### src/rtl/baud_tx_queue.sv
// Character FIFO in front of the baud sender: issues one character per handshake
// and re-issues the same character when the sender never raises busy.
module baud_tx_queue #(
   parameter int DATA_WIDTH  = 7,
   parameter int DEPTH       = 8,
   parameter int ACK_TIMEOUT = 16
) (
   input  logic                  clk,
   input  logic                  rstN,
   input  logic [DATA_WIDTH-1:0] in_data,
   input  logic                  in_valid,
   output logic                  in_ready,
   input  logic                  busy,
   output logic [DATA_WIDTH-1:0] send_data,
   output logic                  send_new_data,
   output logic [$clog2(DEPTH):0] count,
   output logic                  overflow,
   input  logic                  clear_overflow
);

   localparam int PTR_W = $clog2(DEPTH);
   localparam int CNT_W = PTR_W + 1;
   localparam int TMR_W = $clog2(ACK_TIMEOUT);
   localparam logic [PTR_W-1:0] PTR_ONE   = PTR_W'(1);
   localparam logic [TMR_W-1:0] TMR_ONE   = TMR_W'(1);
   localparam logic [TMR_W-1:0] TMR_LAST  = TMR_W'(ACK_TIMEOUT - 1);
   localparam logic [CNT_W-1:0] CNT_FULL  = CNT_W'(DEPTH);

   typedef enum logic [1:0] {
      IDLE      = 2'd0,
      ISSUE     = 2'd1,
      WAIT_BUSY = 2'd2,
      WAIT_DONE = 2'd3
   } state_e;

   state_e                state_q, state_d;
   logic [DATA_WIDTH-1:0] mem_q [DEPTH];
   logic [PTR_W-1:0]      wr_ptr_q, wr_ptr_d;
   logic [PTR_W-1:0]      rd_ptr_q, rd_ptr_d;
   logic [CNT_W-1:0]      count_q, count_d;
   logic [TMR_W-1:0]      timer_q, timer_d;
   logic [DATA_WIDTH-1:0] send_data_q, send_data_d;
   logic                  send_new_data_q, send_new_data_d;
   logic                  overflow_q, overflow_d;
   logic                  push_s;
   logic                  pop_s;
   logic                  drop_s;

   // in_ready looks at the pre-edge count, so a full queue rejects even during a pop
   assign in_ready      = (count_q < CNT_FULL);
   assign push_s        = in_valid & in_ready;
   assign drop_s        = in_valid & ~in_ready;
   assign count         = count_q;
   assign send_data     = send_data_q;
   assign send_new_data = send_new_data_q;
   assign overflow      = overflow_q;

   // FIFO bookkeeping: pointers, occupancy and sticky overflow
   always_comb begin
      wr_ptr_d = push_s ? (wr_ptr_q + PTR_ONE) : wr_ptr_q;
      rd_ptr_d = pop_s  ? (rd_ptr_q + PTR_ONE) : rd_ptr_q;
      count_d  = count_q + CNT_W'(push_s) - CNT_W'(pop_s);
      if (clear_overflow) begin
         overflow_d = 1'b0;
      end else begin
         overflow_d = overflow_q | drop_s;
      end
   end

   // Storage array; contents are only meaningful between rd and wr pointers
   always_ff @(posedge clk) begin
      if (push_s) begin
         mem_q[wr_ptr_q] <= in_data;
      end
   end

   // State register
   always_ff @(posedge clk or negedge rstN) begin
      if (!rstN) begin
         state_q <= IDLE;
      end else begin
         state_q <= state_d;
      end
   end

   // Next-state logic for the issue handshake
   always_comb begin
      state_d = state_q;
      case (state_q)
         IDLE: begin
            if ((count_q != {CNT_W{1'b0}}) && !busy) begin
               state_d = ISSUE;
            end else begin
               state_d = IDLE;
            end
         end
         ISSUE: state_d = WAIT_BUSY;
         WAIT_BUSY: begin
            if (busy) begin
               state_d = WAIT_DONE;
            end else if (timer_q == TMR_LAST) begin
               state_d = ISSUE;
            end else begin
               state_d = WAIT_BUSY;
            end
         end
         WAIT_DONE: begin
            if (!busy) begin
               state_d = IDLE;
            end else begin
               state_d = WAIT_DONE;
            end
         end
         default: state_d = IDLE;
      endcase
   end

   // Output logic: strobe, presented character, pop and ack timer
   always_comb begin
      send_data_d     = send_data_q;
      send_new_data_d = 1'b0;
      timer_d         = timer_q;
      pop_s           = 1'b0;
      case (state_q)
         IDLE: begin
            if ((count_q != {CNT_W{1'b0}}) && !busy) begin
               send_data_d     = mem_q[rd_ptr_q];
               send_new_data_d = 1'b1;
               pop_s           = 1'b1;
            end else begin
               send_new_data_d = 1'b0;
            end
         end
         ISSUE: begin
            timer_d = {TMR_W{1'b0}};
         end
         WAIT_BUSY: begin
            if (busy) begin
               send_new_data_d = 1'b0;
            end else if (timer_q == TMR_LAST) begin
               // retry keeps the character already presented; nothing is popped
               send_new_data_d = 1'b1;
            end else begin
               timer_d = timer_q + TMR_ONE;
            end
         end
         WAIT_DONE: begin
            send_new_data_d = 1'b0;
         end
         default: begin
            send_new_data_d = 1'b0;
         end
      endcase
   end

   // Registered datapath state
   always_ff @(posedge clk or negedge rstN) begin
      if (!rstN) begin
         wr_ptr_q        <= {PTR_W{1'b0}};
         rd_ptr_q        <= {PTR_W{1'b0}};
         count_q         <= {CNT_W{1'b0}};
         timer_q         <= {TMR_W{1'b0}};
         send_data_q     <= {DATA_WIDTH{1'b0}};
         send_new_data_q <= 1'b0;
         overflow_q      <= 1'b0;
      end else begin
         wr_ptr_q        <= wr_ptr_d;
         rd_ptr_q        <= rd_ptr_d;
         count_q         <= count_d;
         timer_q         <= timer_d;
         send_data_q     <= send_data_d;
         send_new_data_q <= send_new_data_d;
         overflow_q      <= overflow_d;
      end
   end

endmodule

### config.mk
export PLATFORM = sky130hd
export DESIGN_NAME = baud_tx_queue
export DESIGN_NICKNAME = d
export VERILOG_FILES = /design/src/rtl/baud_tx_queue.sv
export SDC_FILE = /design/constraint.sdc
export NUM_CORES = 1
export LEC_CHECK = 0
export BUFFER_PORTS_ARGS = -buffer_cell sky130_fd_sc_hd__clkbuf_2
export CORE_ASPECT_RATIO = 1.5
export CORE_UTILIZATION = 42
export CTS_CLUSTER_SIZE = 10
export DETAILED_ROUTE_END_ITERATION = 16
export PLACE_DENSITY_LB_ADDON = 0.05
export SLEW_MARGIN = 20
export SYNTH_ARGS = -nofsm -noshare
export SYNTH_HDL_FRONTEND = slang
export SYNTH_SLANG_ARGS = --single-unit
### constraint.sdc
create_clock -name clk -period 2.7 [get_ports clk]
set_input_delay 0 -clock clk [delete_from_list [all_inputs] [get_ports clk]]
set_output_delay 0 -clock clk [all_outputs]
set_load 0.01 [all_outputs]
* After elaboration in Yosys (flattened, before gate mapping)
Memory sizes are Yosys's and may differ from the RTL's. A register that Yosys moved wholly into a read port is not among the register bits. Index checks and enable logic that the tools add are counted.
Storage, ports and cells: flip-flop bits (word level) 18, bits in latches 0, memory bits (writable) 56, memory bits (read-only) 0, input port bits 12, memories 1
Memories:
- mem_q | depth 8, width 7, rd ports 1, clocked after Yosys merged registers in 1, write ports 1, RTL line 37 | logic [DATA_WIDTH-1:0] mem_q [DEPTH];
Cells by class: $add $sub $neg 5, multipliers 0, div/mod/pow operators 0, $lt $le $gt $ge 1, equal/unequal tests 6, shift-type cells 0, mux-type cells 16, bitwise operators 4, reductions and logical operators 8
Operators by type and width (count):
- $mux W1 | 8
- $mux W4 | 2
- $pmux W2 S4 | 1
- $pmux W4 S2 | 1
- $add A3 B1 Y3 const B | 2
- $mux W2 | 3
- $add A4 B1 Y4 | 1
- $add A4 B1 Y4 const B | 1
- $eq A2 B2 Y1 const B | 2
- $eq A4 B4 Y1 const B | 1
- $lt A4 B4 Y1 const B | 1
- $ne A2 B2 Y1 const B | 2
- $reduce_bool A4 Y1 | 1
- $sub A4 B1 Y4 | 1
- $reduce_and A3 Y1 | 1
- $and A1 B1 Y1 | 2
- $eq A2 B1 Y1 const B | 1
- $logic_not A1 Y1 | 2
- $logic_not A2 Y1 | 1
- $pmux W1 S2 | 1
- $reduce_and A2 Y1 | 1
- $reduce_bool A2 Y1 | 1
- $logic_and A1 B1 Y1 | 1
- $not A1 Y1 | 1
- $or A1 B1 Y1 | 1

* Longest topological paths before layout
depth after elaboration 5, mapped depth 12, mapped depth without buffers 11

* Worst setup path after synthesis
No wires, ideal clock.
path kind register to register, start reg count_q[3], in the netlist count[3], end reg count_q[2], in the netlist count[2], setup time 123 ps, arrival 2592 ps, data required time 2577 ps, path slack -15 ps, cell stages (with the launch flop) 13, buffers on the path 1, cell sequence dfrtp_1 inv_1 ha_1 nor3b_1 or2_4 buf_12 inv_1 ha_1 inv_1 ha_1 inv_1 fa_1 xnor2_1
Between the ends: elaborated cells on any way between the ends 8, classes of those cells add/sub (2); order compare (1); mux (2); bitwise (1); reduce/logical (2)
RTL lines:
- start, declared | RTL line 40 | logic [CNT_W-1:0] count_q, count_d;
- start signal, assigned | RTL line 161 | count_q <= {CNT_W{1'b0}};
- start signal, assigned | RTL line 169 | count_q <= count_d;
- $lt A4 B4 Y1 | RTL line 50 | assign in_ready = (count_q < CNT_FULL);
- named net in_ready | RTL line 12 | output logic in_ready,
- $and A1 B1 Y1 | RTL line 51 | assign push_s = in_valid & in_ready;
- $add A4 B1 Y4 | RTL line 62 | count_d = count_q + CNT_W'(push_s) - CNT_W'(pop_s);
- $sub A4 B1 Y4 | RTL line 62
- named net count_d[2] | RTL line 40
The timed path passes the listed nets, and every way through them passes these cells. A chain may end at the register's enable or synchronous reset.

* Worst setup path after layout
start reg count_q[3], in the netlist count[3], end reg count_q[2], in the netlist count[2]
Between the ends: cells in the longest elaborated chain, start to end 5, elaborated cells on any way between the ends 8, classes of those cells add/sub (2); order compare (1); mux (2); bitwise (1); reduce/logical (2)
RTL lines:
- $reduce_bool A4 Y1 | RTL line 126 | if ((count_q != {CNT_W{1'b0}}) && !busy) begin
- $logic_and A1 B1 Y1 | RTL line 126
- $mux W1 | RTL line 126
- $mux W1 | RTL line 124 | case (state_q)
- named net pop_s | RTL line 46 | logic pop_s;
- $sub A4 B1 Y4 | RTL line 62
- named net count_d[2] | RTL line 40
The timed path passes the listed nets, and every way through them passes these cells.

==> results_dict.tcl <==
set metrics [dict create \
    run_status "complete, no violations" \
    grt_max_degree 31 \
    synth-edff-count 56 \
    final.setup.worst_slack_ns 0.276 \
    drc 0 \
    yosysSeqAreaShare_pct 66.6 \
    max_cap_violations 0 \
    syn_to_final_growth_pct 21.5 \
    cp_top_family "adder cells" \
    critPathMaxStageDelay_ns 0.43 \
    p_comb_share_pct 33.7 \
    die_area_um2 8620 \
    p_leak_uw 0.00166 \
    power.share.sequential_pct 38.6 \
    drt_iter0_drc 74 \
    cts_inserted_buffers 9 \
    rsz0062_at_grt "false" \
    synth.distinct_cells 34 \
    start_util_pct 43.3 \
    place_congestion 0.730 \
    skew_ns 0.00591 \
    final-setup-viol-count 0 \
    synth_top_area_share_pct 48.5 \
    critPathArrivalTime_ns 2.65 \
    crit_chain "inv_1, ha_1, nor3b_2, or2_4, inv_1, ha_1, inv_1, ha_1, inv_1, fa_1, xnor2_1" \
    ys.flop_type "edfxtp_1" \
    hold_violations 0 \
    p_clk_share_pct 27.7 \
    tns_ns 0 \
    yosysWarnings 0 \
    p_sw_uw 1510 \
    crit_type "reg -> reg" \
    h-tree-depth 3 \
    layout_commonest_cell "edfxtp_1" \
    cts_tree "done" \
    diodes 0 \
    switching_share_pct 32.7 \
    vdd_drop_max_mv 0.481 \
    antenna_found_initial 0 \
    required_ns 2.92 \
    clock_latency_ns 0.33 \
    crit_path_end_kind "flip-flop" \
    grt_usage_pct 17.3 \
    io_buffers 25 \
    pre_cts_ws_ns 0.259 \
    maxSlewHeadroom_pct 50.3 \
    grt_pass1_wl_um 10700 \
    core_area_um2 8010 \
    drtAntennaViolNets 0 \
    grt_pass1_vias 2033 \
    slowest_stage "nor3b_2" \
    root_buffer "clkbuf_16" \
    grt-ovfl-total 0 \
    cts.sinks 81 \
    synth_cells 225 \
    dr.pass1.iters 4 \
    period_share_pct 89.8 \
    post_drt_wl_per_cell_um 16.9 \
    num_rows 40 \
    powerDensity_nw_per_um2 1100 \
    syn_area_um2 3460 \
    worst_pin_slew_ns 0.743 \
    layout_common_cells "edfxtp_1 (56), dfrtp_1 (25), clkbuf_2 (25)" \
    crit_top_cell "inv_1" \
    slew_viol_final 0 \
    viasPerCell 4.99 \
    max_freq_mhz 413 \
    die-width_um 76.2 \
    vias 1941 \
    io_pins 26 \
    cp.buffers_inverters 4 \
    period_needed_ns 2.42 \
    internal-power_uw 3120 \
    synth.largest_area_cell "edfxtp_1" \
    synth_area_leaders "edfxtp_1 (49%), dfrtp_1 (18%), mux2_2 (5.2%), mux2i_1 (4.6%), o31ai_4 (3.7%)" \
    clk_path_buf_depth 2 \
    routed_wl_um 6580 \
    drive_gt1_share_pct 28.5 \
    dp_hpwl_um 4300 \
    ys_seq_elements 81 \
    holdCritPathClass "in -> reg" \
    synth_fp_nets 246 \
    critPathMaxFanout 9 \
    startpoint_type "flip-flop" \
    nets 300 \
    avgSynthCellArea_um2 15.4 \
    dieHeight_um 113 \
    clk_pin_slew_ns 0.06 \
    synthArstFlopShare_pct 30.9 \
    fillCellCount 699 \
]
## flip-flops by register name, summed over array words and instances, names as in the netlist
signal / count
count: 4
wr_ptr_q: 3
state_q: 2
timer_q: 4
send_new_data: 1
send_data: 7
mem_q: 56
rd_ptr_q: 3
overflow: 1
## path summary, 6_finish.rpt
| check | start | end | slack (ns) | depth (start not counted) |
|---|---|---|---|---|
| max in group asynchronous | rstN | state_q[0] | 2.07 | 2 |
| hold reg to reg | timer_q[0] | timer_q[0] | 0.52 | 1 |
| setup reg to reg | count[3] | count[2] | 0.28 | 11 |
| min in group asynchronous | rstN | overflow | 0.21 | 2 |
| hold / removal | in_valid | wr_ptr_q[0] | 0.14 | 4 |
| setup / recovery | count[3] | count[2] | 0.28 | 11 |
## final cells by class
type / count / area, um2 / area share [%]
clock buffer: 9 / 225 / 5.35
multi-input combinational: 126 / 1070 / 25.5
timing repair buffer: 49 / 333 / 7.91
sequential: 81 / 2310 / 54.8
clock inverter: 7 / 95.1 / 2.26
tap: 105 / 131 / 3.12
inverter: 12 / 45.0 / 1.07
## cell families after synthesis
logic type	count (synthesis)	share of synthesized area, %
and+or+nand+nor	36	5.24
buffers and inverters	18	2.64
AOI/OAI and AO/OA	43	10.7
adders and majority gates	9	3.47
xor gates and xnor gates	6	1.52
DFF	81	66.6
muxes	32	9.82
## power by group through the flow
stage	sequential, uW	clock, uW	combinational, uW
CTS	1790	1310	1590
global route	1830	1360	1730
global placement	1810	0	1560
floorplan	1810	0	1120
detailed placement	1810	0	1570
finish	1780	1280	1560
## cell usage after synthesis (4+ instances only)
cell type,number
a22o_1,7
nand2_1,10
o22ai_1,7
o21ai_0,9
edfxtp_1,56
nor2_1,10
inv_1,12
a21oi_1,5
o31ai_4,6
nand2b_1,4
mux2i_1,16
mux2_2,16
dfrtp_1,25
ha_1,8
## per-stage QoR
| step | hold slack, ns | cell area (um2) | total power (uW) | utilization, % | instances |
|---|---|---|---|---|---|
| final | 0.139 | 4210 | 4630 | 52.5 | 389 |
| after global routing | 0.201 | 4210 | 4920 | 52.5 | 389 |
| after CTS | 0.129 | 4210 | 4690 | 52.5 | 389 |
| after detailed placement | 0.0630 | 3780 | 3380 | 47.2 | 362 |
| after global placement | 0.0552 | 3780 | 3370 | 47.2 | 362 |
| after floorplan | -0.296 | 3470 | 2930 | - | 225 |
## tightest hold or removal path, delay by kind of cell
family | cells | cell delay (ns)
and+or+nand+nor | 1 | 0.13
buffers and inverters | 2 | 0.23
xor gates and xnor gates | 1 | 0.06
## repair_timing
action                    4_1_cts  5_1_grt
hold buffers                   11        0
hold endpoints to repair       85        0
setup buffers                   0        0
resized for setup               0        0
## layer usage
layer | GRT usage, % | vias to the layer above | part of all wire [%]
met5 | 0 | - | 0
met4 | 9.62 | 0 | 2.5
met3 | 2.34 | 13 | 2.4
met2 | 30.8 | 31 | 52
met1 | 19.9 | 942 | 43
li1 | - | 955 | -
No activity file was read; power rests on OpenSTA's default activity.
